<file path="src/rtl/reg_disp_scan.sv">
// Register-file diagnosis reader: snapshots one CPU register per display
// frame and shows a 16-bit half on a 4-digit multiplexed 7-segment display.
module reg_disp_scan #(
    parameter int DIGIT_CYCLES = 12500,
    parameter int AUTO_CYCLES  = 50000000
) (
    input  logic        clk,
    input  logic        reset,
    input  logic [4:0]  sw_sel,
    input  logic        sw_half,
    input  logic        auto_en,
    input  logic        freeze,
    output logic [4:0]  disp_sel,
    input  logic [31:0] disp_dat,
    output logic [3:0]  an,
    output logic [6:0]  seg,
    output logic        dp,
    output logic [4:0]  cur_reg
);

    localparam int DW = (DIGIT_CYCLES > 1) ? $clog2(DIGIT_CYCLES) : 1;
    localparam int AW = (AUTO_CYCLES > 1) ? $clog2(AUTO_CYCLES) : 1;
    localparam logic [DW-1:0] DIG_LAST  = DW'(DIGIT_CYCLES - 1);
    localparam logic [AW-1:0] AUTO_LAST = AW'(AUTO_CYCLES - 1);

    typedef enum logic [1:0] {
        S_SEL,
        S_CAP,
        S_HOLD
    } state_e;

    state_e        state_q, state_d;
    logic [DW-1:0] dcnt_q, dcnt_d;
    logic [1:0]    dig_q, dig_d;
    logic [AW-1:0] acnt_q, acnt_d;
    logic [4:0]    areg_q, areg_d;
    logic [4:0]    sel_q, sel_d;
    logic [4:0]    cur_q, cur_d;
    logic [31:0]   snap_q, snap_d;
    logic [3:0]    an_q, an_d;
    logic [6:0]    seg_q, seg_d;
    logic          dp_q, dp_d;

    logic          dig_wrap;
    logic          frame_tick;
    logic [4:0]    target;
    logic [15:0]   half;
    logic [3:0]    nib;

    assign dig_wrap   = (dcnt_q == DIG_LAST);
    assign frame_tick = dig_wrap && (dig_q == 2'd3);
    assign target     = auto_en ? areg_q : sw_sel;

    always_comb begin
        dcnt_d = dcnt_q + DW'(1);
        dig_d  = dig_q;
        if (dig_wrap) begin
            dcnt_d = '0;
            dig_d  = dig_q + 2'd1;
        end
        acnt_d = acnt_q;
        areg_d = areg_q;
        if (auto_en) begin
            if (acnt_q == AUTO_LAST) begin
                acnt_d = '0;
                areg_d = areg_q + 5'd1;
            end else begin
                acnt_d = acnt_q + AW'(1);
            end
        end
    end

    always_comb begin
        state_d = state_q;
        sel_d   = sel_q;
        cur_d   = cur_q;
        snap_d  = snap_q;
        unique case (state_q)
            S_SEL: begin
                sel_d   = target;
                state_d = S_CAP;
            end
            S_CAP: begin
                snap_d  = disp_dat;
                cur_d   = sel_q;
                state_d = S_HOLD;
            end
            S_HOLD: begin
                if (frame_tick && !freeze)
                    state_d = S_SEL;
            end
            default: state_d = S_SEL;
        endcase
    end

    // Display registers follow the digit index one cycle behind
    always_comb begin
        half = sw_half ? snap_q[31:16] : snap_q[15:0];
        nib  = 4'h0;
        unique case (dig_q)
            2'd0: nib = half[3:0];
            2'd1: nib = half[7:4];
            2'd2: nib = half[11:8];
            2'd3: nib = half[15:12];
            default: nib = 4'h0;
        endcase
        seg_d = 7'b1111111;
        unique case (nib)
            4'h0: seg_d = 7'b1000000;
            4'h1: seg_d = 7'b1111001;
            4'h2: seg_d = 7'b0100100;
            4'h3: seg_d = 7'b0110000;
            4'h4: seg_d = 7'b0011001;
            4'h5: seg_d = 7'b0010010;
            4'h6: seg_d = 7'b0000010;
            4'h7: seg_d = 7'b1111000;
            4'h8: seg_d = 7'b0000000;
            4'h9: seg_d = 7'b0010000;
            4'hA: seg_d = 7'b0001000;
            4'hB: seg_d = 7'b0000011;
            4'hC: seg_d = 7'b1000110;
            4'hD: seg_d = 7'b0100001;
            4'hE: seg_d = 7'b0000110;
            4'hF: seg_d = 7'b0001110;
            default: seg_d = 7'b1111111;
        endcase
        an_d = ~(4'b0001 << dig_q);
        dp_d = !(sw_half && (dig_q == 2'd3));
    end

    always_ff @(posedge clk) begin
        if (!reset) begin
            state_q <= S_SEL;
            dcnt_q  <= '0;
            dig_q   <= 2'd0;
            acnt_q  <= '0;
            areg_q  <= 5'd0;
            sel_q   <= 5'd0;
            cur_q   <= 5'd0;
            snap_q  <= 32'd0;
            an_q    <= 4'b1111;
            seg_q   <= 7'b1111111;
            dp_q    <= 1'b1;
        end else begin
            state_q <= state_d;
            dcnt_q  <= dcnt_d;
            dig_q   <= dig_d;
            acnt_q  <= acnt_d;
            areg_q  <= areg_d;
            sel_q   <= sel_d;
            cur_q   <= cur_d;
            snap_q  <= snap_d;
            an_q    <= an_d;
            seg_q   <= seg_d;
            dp_q    <= dp_d;
        end
    end

    assign disp_sel = sel_q;
    assign cur_reg  = cur_q;
    assign an       = an_q;
    assign seg      = seg_q;
    assign dp       = dp_q;

endmodule
</file>
<file path="config.mk">
export PLATFORM = sky130hd
export DESIGN_NAME = reg_disp_scan
export DESIGN_NICKNAME = d
export VERILOG_FILES = /design/src/rtl/reg_disp_scan.sv
export SDC_FILE = /design/constraint.sdc
export NUM_CORES = 1
export LEC_CHECK = 0
export CORE_UTILIZATION = 40
export DETAILED_ROUTE_END_ITERATION = 10
export GPL_ROUTABILITY_DRIVEN = 0
export PLACE_DENSITY = 0.72
export SYNTH_ARGS = -nofsm -noshare
export SYNTH_HDL_FRONTEND = slang
export SYNTH_SLANG_ARGS = --single-unit
</file>
<file path="constraint.sdc">
create_clock -name clk -period 3.2 [get_ports clk]
set_input_delay 0.64 -clock clk [delete_from_list [all_inputs] [get_ports clk]]
set_output_delay 0.64 -clock clk [all_outputs]
set_load 0.01 [all_outputs]
</file>
==> load_flow_metrics.sql <==
INSERT INTO impl_metrics (metric_group, metric, value, unit) VALUES
('clocking', 'tritoncts_buffers', '9', ''),
('sta', 'setup_slack', '0.302', 'ns'),
('pwr', 'vdd_ir_drop_max', '0.000444', 'V'),
('finish', 'seqCellArea', '0.00206', 'mm^2'),
('routing', 'detailedRoute.firstIterationViolations', '220', ''),
('routing', 'drc', '0', ''),
('routing', 'drt.antenna.violating_nets', '0', ''),
('routing', 'dr.pass1.iters', '4', ''),
('global_routing', 'number_of_global_route_vias_before_repair', '3762', ''),
('placement', 'port_buffers', '63', ''),
('worst_setup_path', 'cp.required', '3.40', 'ns'),
('worst_setup_path', 'worst_setup_path_startpoint', 'dig_q[1]', ''),
('clocking', 'cts_post_setup_buffers_inserted', '0', ''),
('finish', 'largest_register_ffs', '32', ''),
('routing', 'drt-vias-per-instance', '5.16', ''),
('clocking', 'cts.sinks', '103', ''),
('finish', 'post_route_cells_drive_above_1_share', '5.83', '%'),
('yosys', 'post_synth_inst_count', '524', ''),
('yosys', 'synth.net_count', '580', ''),
('routing', 'via_count', '3729', ''),
('pwr', 'p_total', '2.79', 'mW'),
('yosys', 'synth-async-reset-ratio', '0', '%'),
('global_routing', 'total_routing_usage_reported_by_global_routing', '17.7', '%'),
('worst_setup_path', 'critPathSlowestCell', 'a31oi_1', ''),
('clocking', 'h-tree-depth', '3', ''),
('yosys', 'synth-edff-count', '0', ''),
('global_routing', 'grt_start_max_net_pins', '53', ''),
('sta', 'tns', '0', 'ns'),
('min_path', 'endpoint_worst_hold', 'cur_reg[2]', ''),
('routing', 'routed_wire_length_per_instance', '13.5', 'um'),
('worst_setup_path', 'rr_endpoint', 'seg[3]', ''),
('yosys', 'synth.lib_cells_used.distinct', '48', ''),
('floorplanning', 'initial_utilization', '41.5', '%'),
('worst_setup_path', 'start_to_end_type_of_the_worst_setup_path', 'register to register', ''),
('placement', 'placement.setup.worst_slack', '0.295', 'ns'),
('sta', 'finalSetupViolCount', '0', ''),
('placement', 'place_hpwl', '6.92', 'mm'),
('sta', 'final.setup_skew', '0.00720', 'ns'),
('finish', 'synthToLayoutAreaGrowth', '22.7', '%'),
('min_path', 'hold_start', 'cur_reg[2]', ''),
('finish', 'registers.top_by_ff_count', 'snap_q', ''),
('yosys', 'post_synth.cell_area_avg', '8.67', 'um^2'),
('min_path', 'min-delay-path-class', 'register to register', ''),
('finish', 'utilization', '50.9', '%'),
('worst_setup_path', 'worst_r2r_path_depth', '9', ''),
('sta', 'maxClockFrequency', '345', 'MHz'),
('outcome', 'run_status', 'finished clean', ''),
('global_routing', 'grt-ovfl-total', '0', ''),
('sta', 'timing.max_slew.rel_slack', '51.9', '%'),
('clocking', 'cts_hold_buf', '0', ''),
('clocking', 'clk-insertion-delay-late', '0.34', 'ns'),
('worst_setup_path', 'crit_path_max_fanout', '9', ''),
('worst_setup_path', 'setup.worst_path.end_class', 'register', ''),
('sta', 'final_hold_viols', '0', ''),
('yosys', 'yosysWarningCount', '0', ''),
('finish', 'layout.filler_cells', '1020', ''),
('worst_setup_path', 'worst_setup_path_start_kind', 'register', ''),
('sta', 'tightestPinTransition', '0.717', 'ns'),
('global_routing', 'antenna_found_initial', '0', ''),
('worst_setup_path', 'path_cells', 'inv_1 > ha_1 > a222oi_1 > nand2_1 > a31oi_1 > inv_1 > ha_1 > a2111oi_0 > a31oi_1', ''),
('sta', 'post-route-period-util', '90.5', '%'),
('sta', 'holdWs', '0.458', 'ns'),
('worst_setup_path', 'worst-r2r-setup-slack', '0.30', 'ns'),
('routing', 'route.final.wire_length', '9.75', 'mm'),
('finish', 'diodes', '0', ''),
('floorplanning', 'core_area', '0.0109', 'mm^2'),
('yosys', 'seq_area_frac_synth', '45.4', '%'),
('sta', 'unrepaired_setup_endpoints_after_global_routing', 'false', ''),
('sta', 'layout_min_cycle_time', '2.90', 'ns'),
('finish', 'multi_input_gate_area', '0.00230', 'mm^2'),
('clocking', 'cts_tree', 'built', '');
[Yosys cell counts (all sizes together), types with 2 or more instances]
library cell    n  area share, %
nand2          99            8.2
buf            14            1.9
nor2           60            5.0
o32ai           2           0.39
or2             2           0.28
and4            4           0.77
nor4            4            1.2
ha             14            3.9
and2            7           0.96
inv            13            1.1
a211oi         10            1.7
nor4b           2           0.39
xnor2          10            1.9
nand3          15            1.7
and3            7           0.96
nand2b          5           0.69
a22oi           2           0.33
o21ai           4           0.44
nand4          18            2.6
a21oi          38            4.3
mux2i          12            2.6
clkbuf         13            1.1
a222oi          6            1.3
dfxtp         103             45
nor3            7           0.88
a31oi           6           0.83
nor2b           4           0.55
o221ai          2           0.39
xor2           32            6.2
[per-layer routing]
metal / wire length, um / share of wire (%) / track usage (%) / up-vias
met2: 5130 / 53 / 33.7 / 77
met1: 4100 / 42 / 19.6 / 1751
li1: - / - / - / 1896
met4: 61 / 0.63 / 4.15 / 0
met3: 464 / 4.8 / 4.28 / 5
met5: 0 / 0 / 0 / -
[per-stage QoR]
step | std cells | area (um^2)
after floorplan | 524 | 4540
after global placement | 707 | 5270
after detailed placement | 707 | 5270
after CTS | 723 | 5560
after global routing | 723 | 5570
final | 723 | 5570
[area by class of cell]
class / instances / area share (%)
clock buffer: 9 / 4.04
clock inverter: 7 / 1.30
inverter: 13 / 0.876
multi-input combinational: 381 / 41.4
sequential: 103 / 37.0
tap: 140 / 3.14
timing repair buffer: 70 / 12.3
[worst max-delay path by stage]
stage,depth (start not counted),endpoint
after floorplan,12,seg[3]
after global placement,8,seg[3]
after detailed placement,11,seg[3]
after CTS,11,seg[3]
after global routing,9,seg[3]
final,9,seg[3]
[cells by family after synthesis]
| logic type | Yosys count | synth area share [%] |
|---|---|---|
| and+or+nand+nor | 238 | 24.9 |
| DFF | 103 | 45.4 |
| AOI/OAI and AO/OA | 74 | 10.8 |
| xor gates and xnor gates | 42 | 8.10 |
| buffers and inverters | 40 | 4.05 |
| adders and majority gates | 14 | 3.86 |
| muxes | 13 | 2.89 |
[cell usage in the layout, fill, tap and decap left out, types with 6 or more instances in the layout]
cell type / instances
a211oi_1: 10
nand3_1: 15
clkbuf_16: 9
dfxtp_1: 103
clkdlybuf4s50_1: 63
ha_1: 14
nand2_1: 98
xnor2_1: 10
a222oi_1: 6
and3_1: 7
inv_1: 13
nand4_1: 17
buf_4: 7
a21oi_1: 37
and2_1: 7
xor2_1: 32
nor2_1: 59
nor3_1: 6
mux2i_1: 12
[what timing repair did]
item / in CTS / in global routing
setup endpoints to repair: 0 / 1
gates resized for setup: 0 / 1
hold endpoints to repair: 0 / 0
[worst min-delay path: cells and delay by family, from the launching register on]
kind             cells  cell delay (ns)
AO/OA/AOI/OAI        1             0.05
flip-flops           1             0.31
AND/OR/NAND/NOR      1             0.05
[where the power goes]
part | switching (mW) | total (mW) | internal (mW)
combinational | 0.165 | 0.321 | 0.156
sequential | 0.0414 | 1.39 | 1.35
clock | 0.470 | 1.08 | 0.607
total | 0.677 | 2.79 | 2.11
No activity file was read; power rests on OpenSTA's default activity.
